## config.mk

```make
export PLATFORM = sky130hd
export DESIGN_NAME = if_stage
export DESIGN_NICKNAME = d
export VERILOG_FILES = /design/src/rtl/if_stage_pkg.sv /design/src/rtl/if_stage_npc_mux.sv /design/src/rtl/if_stage.sv
export SDC_FILE = /design/constraint.sdc
export NUM_CORES = 1
export LEC_CHECK = 0
export CORE_MARGIN = 3
export CORE_UTILIZATION = 25
export DETAILED_ROUTE_END_ITERATION = 16
export SYNTH_ARGS = -nofsm -noshare
export SYNTH_HDL_FRONTEND = slang
export SYNTH_SLANG_ARGS = --single-unit
export TNS_END_PERCENT = 30
```

## constraint.sdc

```tcl
create_clock -name clk -period 5.2 [get_ports clk]
set_input_delay 1.04 -clock clk [delete_from_list [all_inputs] [get_ports clk]]
set_output_delay 1.04 -clock clk [all_outputs]
set_load 0.03 [all_outputs]
```

## src/rtl/if_stage_pkg.sv

```systemverilog
// Shared types for the instruction-fetch stage: FSM states, next-PC select codes
// and the IF/ID payload.
package if_stage_pkg;

    localparam int unsigned XLEN = 32;

    typedef enum logic [1:0] {
        ST_RST  = 2'd0,
        ST_REQ  = 2'd1,
        ST_HOLD = 2'd2
    } if_state_e;

    typedef enum logic [1:0] {
        PC_SEQ = 2'd0,
        PC_BR  = 2'd1,
        PC_J   = 2'd2,
        PC_JR  = 2'd3
    } pcsrc_e;

    typedef struct packed {
        logic [XLEN-1:0] pc4;
        logic [XLEN-1:0] inst;
        logic            valid;
    } if_id_s;

endpackage

```

## src/rtl/if_stage_npc_mux.sv

```systemverilog
// Next-PC selector: sequential pc+4 or one of the branch/jump/register-jump targets.
module npc_mux
    import if_stage_pkg::*;
(
    input  logic [1:0]      pcsrc,
    input  logic [XLEN-1:0] pc4,
    input  logic [XLEN-1:0] bpc,
    input  logic [XLEN-1:0] jpc,
    input  logic [XLEN-1:0] rpc,
    output logic [XLEN-1:0] npc
);

    always_comb begin
        npc = pc4;
        case (pcsrc_e'(pcsrc))
            PC_SEQ:  npc = pc4;
            PC_BR:   npc = bpc;
            PC_J:    npc = jpc;
            PC_JR:   npc = rpc;
            default: npc = pc4;
        endcase
    end

endmodule

```

## src/rtl/if_stage.sv

```systemverilog
// Instruction-fetch stage: PC register, fetch FSM (RST/REQ/HOLD) and stall buffer.
// Define IF_PERF_CNT_EN to build the accepted-fetch counter on fetch_cnt.
module if_stage
    import if_stage_pkg::*;
#(
    parameter logic [31:0] RESET_PC = 32'h0000_0000
) (
    input  logic            clk,
    input  logic            clr,
    input  logic            stall,
    input  logic [1:0]      pcsrc,
    input  logic [XLEN-1:0] bpc,
    input  logic [XLEN-1:0] jpc,
    input  logic [XLEN-1:0] rpc,
    output logic [XLEN-1:0] imem_addr,
    output logic            imem_req,
    input  logic            imem_rdy,
    input  logic [XLEN-1:0] imem_data,
    output logic [XLEN-1:0] if_pc4,
    output logic [XLEN-1:0] if_inst,
    output logic            if_valid,
    output logic [XLEN-1:0] fetch_cnt
);

    if_state_e       state_q, state_d;
    logic [XLEN-1:0] pc_q, pc_d;
    logic [XLEN-1:0] buf_q, buf_d;
    logic [XLEN-1:0] pc4;
    logic [XLEN-1:0] npc;
    logic            redirect;
    if_id_s          if_id;

    assign pc4      = pc_q + XLEN'(4);
    assign redirect = (pcsrc != 2'd0);

    npc_mux u_npc_mux (
        .pcsrc (pcsrc),
        .pc4   (pc4),
        .bpc   (bpc),
        .jpc   (jpc),
        .rpc   (rpc),
        .npc   (npc)
    );

    always_ff @(posedge clk) begin
        if (clr) begin
            state_q <= ST_RST;
            pc_q    <= RESET_PC;
            buf_q   <= '0;
        end else begin
            state_q <= state_d;
            pc_q    <= pc_d;
            buf_q   <= buf_d;
        end
    end

    // A redirect wins over stall and rdy; the squashed slot is presented as a bubble.
    always_comb begin
        state_d  = state_q;
        pc_d     = pc_q;
        buf_d    = buf_q;
        imem_req = 1'b0;
        if_id    = '0;
        case (state_q)
            ST_RST: begin
                state_d = ST_REQ;
            end
            ST_REQ: begin
                imem_req = 1'b1;
                if (redirect) begin
                    pc_d = npc;
                end else if (imem_rdy) begin
                    if_id.valid = 1'b1;
                    if_id.inst  = imem_data;
                    if (stall) begin
                        buf_d   = imem_data;
                        state_d = ST_HOLD;
                    end else begin
                        pc_d = npc;
                    end
                end
            end
            ST_HOLD: begin
                if (redirect) begin
                    pc_d    = npc;
                    state_d = ST_REQ;
                end else begin
                    if_id.valid = 1'b1;
                    if_id.inst  = buf_q;
                    if (!stall) begin
                        pc_d    = npc;
                        state_d = ST_REQ;
                    end
                end
            end
            default: begin
                state_d = ST_RST;
            end
        endcase
        if (if_id.valid) begin
            if_id.pc4 = pc4;
        end
    end

    assign imem_addr = pc_q;
    assign if_pc4    = if_id.pc4;
    assign if_inst   = if_id.inst;
    assign if_valid  = if_id.valid;

`ifdef IF_PERF_CNT_EN
    logic            accept;
    logic [XLEN-1:0] cnt_q;

    assign accept = !redirect && !stall &&
                    (((state_q == ST_REQ) && imem_rdy) || (state_q == ST_HOLD));

    always_ff @(posedge clk) begin
        if (clr) begin
            cnt_q <= '0;
        end else if (accept) begin
            cnt_q <= cnt_q + XLEN'(1);
        end
    end

    assign fetch_cnt = cnt_q;
`else
    assign fetch_cnt = '0;
`endif

endmodule

```

### Yosys cells after proc, flatten, opt, wreduce, memory -nomap -nowiden

Cells that the tools add are included.

* bits in registers: 66
* output and inout bits: 130
* input port bits: 134
* logic and storage cells: 40

* bitwise operators: 1
* muxes and demuxes: 18
* equality and inequality tests: 10
* reductions and logical operators: 7
* add/subtract/negate cells: 1

Operator list (count)
* 2-to-1 mux 32 bit: 5
* case mux 32 bit (4 select lines): 1
* 2-to-1 mux 33 bit: 3
* case mux 33 bit (2 select lines): 1
* case mux 32 bit (2 select lines): 1
* adder 32 x 3 -> 32 bit (second input constant): 1
* 2-to-1 mux 2 bit: 5
* AND reduction 4 bit: 2
* equality test 2 bit (second input constant): 3
* inequality test 2 bit (second input constant): 3
* inequality test 3 bit (second input constant): 2
* case mux 2 bit (3 select lines): 1
* equality test 2 x 1 -> 1 bit (second input constant): 2
* zero test 2 bit: 2
* nonzero test 2 bit: 2
* AND reduction 2 bit: 1
* 2-to-1 mux 1 bit: 1
* inverter 1 bit: 1

### Logic depth before layout (Yosys ltp)

Gate-level depths: netlist of the first run.

* depth after elaboration: 6
* mapped depth: 9
* gate-level depth less buffers: 7

### Modules after synthesis

A second synthesis of the first run with hierarchy kept.

* cell total of the unflattened synthesis: 605
* area total of the unflattened synthesis: 4830.9 um^2

Modules (own cells, without submodules)
* if_stage: seq. area each 1321.3 um^2, cells each 566, times used 1, area an instance 4016.4 um^2
* npc_mux: seq. area each 0.0 um^2, cells each 39, times used 1, area an instance 814.5 um^2

### Least setup slack after synthesis of the first run

OpenSTA, ideal clock, no wires.

* path kind: input port to output port
* start: in pcsrc[0]
* end: out if_pc4[22]
* stages: 8
* arrival: 2.559 ns
* slack: 1.601 ns
* buffers on the path: 4
* data required time: 4.160 ns
* cell sequence: buf_2 > nor2_2 > and3_1 > buf_2 > o21ai_0 > buf_2 > buf_2 > nor2_1

* longest elaborated chain between the ends: 4
* elaborated cells between the ends (all ways): 5
* those cells by class: mux: 4; reduce/logical: 1

Ends and longest elaborated chain
* start: declaration: line if_stage.sv:11 `input logic [1:0] pcsrc,`
* nonzero test 2 bit (*): line if_stage.sv:34 `assign redirect = (pcsrc != 2'd0);`
* 2-to-1 mux 33 bit, on equally long branches: line if_stage.sv:84, if_stage.sv:70
* case mux 33 bit (2 select lines) (*): line if_stage.sv:64 `case (state_q)`
* 2-to-1 mux 32 bit (*): line if_stage.sv:100 `if (if_id.valid) begin`
* end: declaration: line if_stage.sv:19 `output logic [XLEN-1:0] if_pc4,`

Mark *: on every way between the ends. The rest lies on a longest branch, timed or not.

### Final worst setup path of the first run

* start: in imem_rdy
* end: out if_pc4[3]

* longest elaborated chain between the ends: 4

Ends and longest elaborated chain
* start: declaration: line if_stage.sv:17 `input logic imem_rdy,`
* 2-to-1 mux 33 bit: line if_stage.sv:72 `end else if (imem_rdy) begin`
* 2-to-1 mux 33 bit: line if_stage.sv:70 `if (redirect) begin`
* case mux 33 bit (2 select lines): line if_stage.sv:64
* 2-to-1 mux 32 bit: line if_stage.sv:100

Every way passes these cells.

==> results.json, run 1 <==
{
  "cts_root_buf": "clkbuf_16",
  "wl_per_cell_um": 17.27,
  "drcViolationCount": 0,
  "antenna_found_initial": 0,
  "synthTopCellsByArea": "dfxtp_1 26%, a22oi_1 7.7%, nand2_1 6.7%",
  "ys_types": 60,
  "min_path_type": "flip-flop to flip-flop",
  "ys_seq_area_frac": 0.2568,
  "multi_input_area_sq_mm": 0.003396,
  "gp_congestion": 0.8261,
  "rows": 51,
  "max-cap-violations": 0,
  "seq_area_sq_mm": 0.001321,
  "cts_hold_buf": 0,
  "totalWireLength_um": 19960,
  "insertion_delay_ns": 0.34,
  "netlist_area_sq_mm": 0.005145,
  "ctsResizeCount": 0,
  "instances_no_fill": 1156,
  "p_per_area_mw_per_mm2": 229.5,
  "clkTransAtPathRegs_ns": 0.05,
  "area_growth_pct": 50.24,
  "grt_pass1_wl_um": 30230,
  "grt_usage": 0.1716,
  "dp_cells": 1141,
  "fin_nets": 1026,
  "dpl.hpwl_um": 14620,
  "r2r-start": "state_q[0]",
  "end_kind": "output pin",
  "core_area_sq_mm": 0.01985,
  "rrSetupSlack_ns": 2.50,
  "vias_per_cell": 4.906,
  "pwr-share-clk": 0.360,
  "numCtsBuffers": 9,
  "initial_utilization": 0.2593,
  "fp.dieW_um": 149.5,
  "cts_tree": "built",
  "max_freq_ghz": 0.2541,
  "nFillCells": 2080,
  "h-tree-depth": 3,
  "startpoint": "imem_rdy",
  "internal-power_uw": 1196,
  "cts_buffer_depth": 2,
  "yosysTopAreaCellShare": 0.2568,
  "r2r_end": "imem_addr[29]",
  "cp.required_ns": 4.16,
  "synth.ff_latch_count": 66,
  "n_antenna_cell": 0,
  "portBuffers": 231,
  "rsz0062_at_grt": "false",
  "p_switching_uw": 578.4,
  "syn_avg_cell_area_sq_um": 7.403,
  "report.final.slew_viol_count": 0,
  "skew_ns": 0.003812,
  "pwr-share-comb": 0.303,
  "drt-initial-drc-count": 359,
  "syn-instance-count": 695,
  "cts.sinks": 66,
  "first_global_vias": 5459,
  "worst_pin_slew_ns": 1.158,
  "post-route-period-util": 0.7569,
  "period_needed_ns": 3.936,
  "io_pins": 264,
  "ff2ff_path_depth": 9,
  "synth_most_common_cell": "nand2_1",
  "fp.dieArea_sq_mm": 0.02234,
  "netlist_top_cells_count": "92 x nand2_1, 68 x nor2_1, 66 x a21oi_1, 66 x dfxtp_1, 53 x a22oi_1",
  "critPathLaunchType": "input port",
  "switching_share": 0.3260,
  "chipHeight_um": 149.5,
  "finalHoldViolations": 0,
  "vias": 5671,
  "slew_headroom": 0.2258,
  "ys.flop_type": "dfxtp_1",
  "async_flop_share": 0,
  "fin_tns_setup_ns": 0,
  "grt_max_degree": 42,
  "synth_edf_count": 0,
  "post_cts_buffers": 0,
  "dr.pass1.iters": 6,
  "power_frac_seq": 0.337,
  "arrival_ns": 2.90,
  "total_power_uw": 1774,
  "critical_path.max_fanout": 35,
  "peakVddDrop_mv": 0.1365,
  "finalSetupViolCount": 0,
  "cp-endpoint": "if_pc4[3]",
  "criticalPathCategory": "input port to output pin",
  "final_layout_size_suffix_gt1_frac": 0.1425,
  "grt_overflow": 0,
  "outcome": "completed",
  "synth_largest_area_cell": "dfxtp_1",
  "leakage_uw": 0.002809,
  "synth_warnings": 0,
  "postRouteAntennaNets": 0
}
-- per-layer routing --
layer	up-vias	GRT usage	wire, um
met5	-	0	0
met4	0	0.06682	570
met3	28	0.02423	937
met2	170	0.2844	9717
met1	2693	0.2260	8734
li1	2780	-	-
-- cells by family (layout without fill, tap and decap cells) --
family,count (synthesis),after routing,synth area share
xor+xnor,27,27,0.04596
buf+inv,100,265,0.1065
simple gates,285,285,0.2719
fa+ha+maj,5,5,0.01216
other cells,1,32,0.0007289
flops,66,66,0.2568
compound gates,175,175,0.2194
mux,36,36,0.08657
-- cells in the final DEF, fill, tap and decap left out, types with 4 or more instances in the layout --
cell type,netlist,routed
and3_1,7,7
conb_1,1,32
inv_1,7,7
nand3_1,23,23
nor4_1,5,5
buf_12,0,10
nand2b_1,4,4
buf_4,34,67
xnor2_1,11,11
a22oi_1,53,53
a21oi_1,66,66
mux2i_1,13,13
a211oi_1,4,4
nand4_1,11,11
a31oi_1,4,4
clkbuf_16,0,9
nor2_1,68,68
ha_1,5,5
and2_1,6,6
xor2_1,16,16
clkdlybuf4s50_1,0,163
dfxtp_1,66,66
nand2_1,92,92
mux4_2,5,5
mux2_2,18,18
o21ai_0,19,18
nor3_1,11,11
nor2b_1,35,35
-- final cells by class --
cell class / instances / share of cell area
multi-input combinational: 560 / 0.4393
timing repair buffer: 243 / 0.3040
sequential: 66 / 0.1709
tap: 265 / 0.04289
clock buffer: 13 / 0.03496
clock inverter: 2 / 0.004532
inverter: 7 / 0.003399
-- through the flow --
stage / util / hold slack, ns / worst slack (ns) / area [sq um]
detailed placement: 0.3741 / 0.4469 / 1.250 / 7425
CTS: 0.3895 / 0.4554 / 1.248 / 7730
finish: 0.3895 / 0.4537 / 1.264 / 7730
floorplan: - / 0.4368 / 1.601 / 5261
global placement: 0.3741 / 0.4423 / 1.297 / 7425
global route: 0.3895 / 0.4677 / 1.038 / 7730
-- power by group through the flow --
stage	clock network, uW	registers [uW]	logic, uW
2_1_floorplan	0	642	284
3_3_place_gp	0	607	540
3_5_place_dp	0	608	542
4_1_cts	652	597	544
5_1_grt	667	606	582
6_report	639	598	538
-- sequential cells by signal, indices dropped and copies added, names as in the netlist --
| name | cells |
|---|---|
| buf_q | 32 |
| imem_addr | 32 |
| state_q | 2 |
-- worst max-delay path, stage by stage --
cell             delay, ns
clkdlybuf4s50_1       0.43
and3_1                0.17
buf_4                 0.25
o21ai_2               0.15
buf_4                 0.36
inv_1                 0.13
and2_1                0.19
buf_4                 0.17
-- how the worst min path moves through the flow --
stage | cells after the start | to | startpoint | slack, ns
global placement | 2 | buf_q[8] | buf_q[8] | 0.44
global route | 2 | buf_q[20] | buf_q[20] | 0.47
detailed placement | 2 | buf_q[12] | buf_q[12] | 0.45
finish | 2 | buf_q[29] | buf_q[29] | 0.45
CTS | 2 | buf_q[10] | buf_q[10] | 0.46
floorplan | 2 | buf_q[0] | buf_q[0] | 0.44
(Power assumes the default switching activity.)
==> inputs of run 2 (changes only) <==
==> constraint.sdc (replaced) <==
create_clock -name clk -period 3.85 [get_ports clk]
set_input_delay 0.77 -clock clk [delete_from_list [all_inputs] [get_ports clk]]
set_output_delay 0.77 -clock clk [all_outputs]
set_load 0.03 [all_outputs]
==> run 2 against run 1 <==
Effect of this change: cell count is 0.43% higher; global-route usage rose by 0.26 points; sequential power rose by 35%; hold slack better by 0.0011 ns; first-iteration DRC count grew 19%; final area is 0.68% higher; critical path depth down 1.
==> results.json, run 2 (synthesized netlist as in run 1, its figures left out) <==
{
  "outcome": "completed",
  "rows": 51,
  "final_common_cell": "clkdlybuf4s50_1",
  "p_switching_uw": 772.1,
  "report.final.slew_viol_count": 0,
  "area_growth_pct": 51.26,
  "antenna_found_initial": 0,
  "postRouteAntennaNets": 0,
  "grt_max_degree": 45,
  "dr.pass1.iters": 5,
  "portBuffers": 231,
  "nFillCells": 2011,
  "fp.dieW_um": 149.5,
  "first_global_vias": 5686,
  "wl_per_cell_um": 17.16,
  "grt_pass1_wl_um": 30990,
  "slew_headroom": 0.3521,
  "fp.dieArea_sq_mm": 0.02234,
  "critPathLaunchType": "flip-flop",
  "p_per_area_mw_per_mm2": 313.7,
  "final_cell_mix": "163 x clkdlybuf4s50_1, 92 x nand2_1, 72 x buf_4",
  "switching_share": 0.3163,
  "vias_per_cell": 4.895,
  "ctsResizeCount": 0,
  "rsz0062_at_grt": "false",
  "max_freq_ghz": 0.2910,
  "critical_path.max_fanout": 7,
  "io_pins": 264,
  "fin_area_sq_mm": 0.007782,
  "drcViolationCount": 0,
  "cts_buffer_depth": 2,
  "worst_pin_slew_ns": 0.9718,
  "dpl.hpwl_um": 14660,
  "cp.required_ns": 3.08,
  "h-tree-depth": 3,
  "pwr-share-clk": 0.371,
  "skew_ns": 0.006746,
  "chipHeight_um": 149.5,
  "hold_ws_ns": 0.4548,
  "internal-power_uw": 1669,
  "end_kind": "output pin",
  "arrival_ns": 2.67,
  "initial_utilization": 0.2593,
  "period_needed_ns": 3.436,
  "fin_nets": 1031,
  "placed_cell_area_sq_mm": 0.007462,
  "min_path_type": "flip-flop to flip-flop",
  "cts_tree": "built",
  "post-route-period-util": 0.8925,
  "core_area_sq_mm": 0.01985,
  "grt_overflow": 0,
  "leakage_uw": 0.002836,
  "power_frac_seq": 0.331,
  "post-place-ws_ns": 0.7000,
  "cts_root_buf": "clkbuf_16",
  "vias": 5683,
  "finalHoldViolations": 0,
  "pwr-share-comb": 0.298,
  "cts.sinks": 66,
  "numCtsBuffers": 9,
  "final_layout_size_suffix_gt1_frac": 0.1462,
  "cts_hold_buf": 0,
  "post_cts_buffers": 0,
  "fin_tns_setup_ns": 0,
  "criticalPathCategory": "flip-flop to output pin",
  "setup_ws_ns": 0.4137,
  "gp_congestion": 0.7725,
  "drt-initial-drc-count": 426,
  "grt_usage": 0.1742,
  "finalSetupViolCount": 0,
  "n_antenna_cell": 0,
  "totalWireLength_um": 19920,
  "max-cap-violations": 0,
  "insertion_delay_ns": 0.34,
  "clkTransAtPathRegs_ns": 0.05,
  "peakVddDrop_mv": 0.1855
}
run 2: cell types whose count changed in the layout (fill, tap and decap cells not counted):
cell       change
clkbuf_8       -1
buf_4          +5
bufinv_16      +1
clkbuf_1       +1
clkinv_2       -1
run 2: worst max-delay path, stage by stage, from the launching register on:
cell	delay (ns)
dfxtp_1	0.44
ha_1	0.32
nand4_1	0.24
nor3_1	0.57
nand3_1	0.23
xor2_1	0.19
nor2_1	0.18
buf_12	0.15
run 2: worst paths after layout:
kind	start	end	slack, ns	depth (start not counted)
max	imem_addr[2]	if_pc4[28]	0.41	7
min	buf_q[23]	buf_q[23]	0.45	2
max reg2reg	state_q[1]	imem_addr[4]	1.27	8
min reg2reg	buf_q[23]	buf_q[23]	0.45	2
run 2: layer usage:
layer,routed length (um),vias to the layer above,GRT usage
li1,-,2802,-
met1,8416,2658,0.2252
met2,10030,205,0.2952
met3,1150,18,0.02938
met4,318,0,0.05767
met5,0,-,0
run 2: through the flow:
| step | power, uW | util | std cells |
|---|---|---|---|
| floorplan | 1251 | - | 726 |
| global placement | 1547 | 0.3760 | 1146 |
| detailed placement | 1552 | 0.3760 | 1146 |
| CTS | 2469 | 0.3922 | 1161 |
| global route | 2566 | 0.3922 | 1161 |
| finish | 2441 | 0.3922 | 1161 |
run 2: power groups by stage:
stage          registers (uW)  logic [uW]  clock network [uW]
6_report                  807         727                 906
5_1_grt                   819         789                 958
4_1_cts                   807         733                 929
3_5_place_dp              821         731                   0
2_1_floorplan             867         383                   0
3_3_place_gp              820         728                   0
run 2: cell type report:
type,instances,area (sq um),share of cell area
Multi-Input combinational cell,560,3396,0.4363
Clock buffer,13,260.3,0.03344
Clock inverter,2,60.06,0.007717
Inverter,7,26.28,0.003376
Sequential cell,66,1321,0.1698
Tap cell,265,331.6,0.04260
Timing Repair Buffer,248,2387,0.3068
==> inputs of run 3 (changes only) <==
--- a/config.mk
+++ b/config.mk
@@ -5,8 +5,10 @@
 export SDC_FILE = /design/constraint.sdc
 export NUM_CORES = 1
 export LEC_CHECK = 0
+export ABC_CLOCK_PERIOD_IN_PS = 3850
 export CORE_MARGIN = 3
 export CORE_UTILIZATION = 25
+export CTS_BUF_LIST = sky130_fd_sc_hd__clkbuf_4 sky130_fd_sc_hd__clkbuf_8
 export DETAILED_ROUTE_END_ITERATION = 16
 export SYNTH_ARGS = -nofsm -noshare
 export SYNTH_HDL_FRONTEND = slang
==> run 3 against run 2 <==
Effect of this change: final area decreased by 1.2%; via count decreased by 0.26%; routed wire length decreased by 0.23%; clock-buffer cell count unchanged; critical path depth unchanged; register-to-register slack about the same; clock skew increased by 0.0047 ns; non-clock buffer count unchanged; setup slack improved by 0.0017 ns; fmax about the same; flip-flop and latch count unchanged; largest cell class unchanged; highest routed layer unchanged.
==> results.json, run 3 (synthesized netlist as in run 1, its figures left out) <==
{
  "vias": 5668,
  "post-place-ws_ns": 0.7000,
  "fin_nets": 1031,
  "gp_congestion": 0.7725,
  "vias_per_cell": 4.882,
  "min_path_type": "flip-flop to flip-flop",
  "cts_tree": "built",
  "drt-initial-drc-count": 434,
  "rows": 51,
  "max_freq_ghz": 0.2912,
  "p_per_area_mw_per_mm2": 288.7,
  "r2r_end": "imem_addr[4]",
  "criticalPathCategory": "flip-flop to output pin",
  "grt_usage": 0.1730,
  "clkTransAtPathRegs_ns": 0.07,
  "totalWireLength_um": 19870,
  "critical_path.max_fanout": 7,
  "finalHoldViolations": 0,
  "drcViolationCount": 0,
  "cp-endpoint": "if_pc4[28]",
  "skew_ns": 0.01140,
  "final_common_cell": "clkdlybuf4s50_1",
  "fin_tns_setup_ns": 0,
  "critPathLaunchType": "flip-flop",
  "rrSetupSlack_ns": 1.26,
  "outcome": "completed",
  "post_cts_buffers": 0,
  "postRouteAntennaNets": 0,
  "peakVddDrop_mv": 0.1812,
  "final_cell_mix": "163 x clkdlybuf4s50_1, 92 x nand2_1, 72 x buf_4",
  "numCtsBuffers": 9,
  "chipHeight_um": 149.5,
  "arrival_ns": 2.66,
  "startpoint": "imem_addr[2]",
  "ctsResizeCount": 0,
  "portBuffers": 231,
  "n_antenna_cell": 0,
  "period_needed_ns": 3.435,
  "area_growth_pct": 49.44,
  "final_layout_size_suffix_gt1_frac": 0.1484,
  "initial_utilization": 0.2593,
  "report.final.slew_viol_count": 0,
  "grt_pass1_wl_um": 30930,
  "post-route-period-util": 0.8921,
  "max-cap-violations": 0,
  "h-tree-depth": 3,
  "ff2ff_path_depth": 8,
  "cp.required_ns": 3.08,
  "grt_max_degree": 45,
  "cts.sinks": 66,
  "grt_overflow": 0,
  "rsz0062_at_grt": "false",
  "dpl.hpwl_um": 14660,
  "dr.pass1.iters": 5,
  "cts_buffer_depth": 2,
  "fp.dieW_um": 149.5,
  "core_area_sq_mm": 0.01985,
  "worst_pin_slew_ns": 0.9660,
  "slew_headroom": 0.3560,
  "end_kind": "output pin",
  "leakage_uw": 0.002797,
  "antenna_found_initial": 0,
  "cts_root_buf": "clkbuf_8",
  "finalSetupViolCount": 0,
  "worstHoldPathCells": 2,
  "insertion_delay_ns": 0.35,
  "wl_per_cell_um": 17.12,
  "io_pins": 264,
  "fp.dieArea_sq_mm": 0.02234,
  "cts_hold_buf": 0,
  "first_global_vias": 5659,
  "r2r-start": "state_q[1]",
  "setup_ws_ns": 0.4154
}
-- run 3: critical path: stages, from the launching register on --
cell     delay [ns]
dfxtp_1        0.44
ha_1           0.32
nand4_1        0.24
nor3_1         0.56
nand3_1        0.23
xor2_1         0.19
nor2_1         0.18
buf_12         0.15
-- run 3: worst min path at each step --
stage,from,endpoint,slack (ns)
finish,buf_q[28],buf_q[28],0.46
global route,buf_q[23],buf_q[23],0.47
CTS,buf_q[28],buf_q[28],0.46
detailed placement,buf_q[28],buf_q[28],0.45
global placement,buf_q[28],buf_q[28],0.44
floorplan,buf_q[0],buf_q[0],0.44
-- run 3: metrics by stage --
stage | instance area (sq um) | instances | total power, uW | util | hold WS, ns
global route | 7689 | 1161 | 2340 | 0.3874 | 0.4704
floorplan | 5261 | 726 | 1251 | - | 0.4368
global placement | 7462 | 1146 | 1547 | 0.3760 | 0.4441
CTS | 7689 | 1161 | 2247 | 0.3874 | 0.4573
finish | 7689 | 1161 | 2219 | 0.3874 | 0.4550
detailed placement | 7462 | 1146 | 1552 | 0.3760 | 0.4474
-- run 3: metal layers --
| layer | up-vias | track usage | part of all wire |
|---|---|---|---|
| met5 | - | 0 | 0 |
| met4 | 0 | 0.05080 | 0.014 |
| met3 | 18 | 0.02816 | 0.053 |
| met2 | 183 | 0.2964 | 0.50 |
| met1 | 2671 | 0.2245 | 0.43 |
| li1 | 2796 | - | - |
-- run 3: cell type report --
| cell class | instances | area (sq um) |
|---|---|---|
| well taps | 265 | 331.6 |
| flip-flops and latches | 66 | 1321 |
| multi-input cells | 560 | 3396 |
| clock inverters | 2 | 60.06 |
| repair buffers | 248 | 2387 |
| fillers | 2022 | 12160 |
| inverters | 7 | 26.28 |
| clock buffers | 13 | 166.4 |
-- run 3: report_power, final --
part	switching (uW)	leakage, uW	internal (uW)
logic	386	0.00214	341
clock network	274	0.000117	412
registers	78.6	0.000537	727
total	739	0.00280	1480
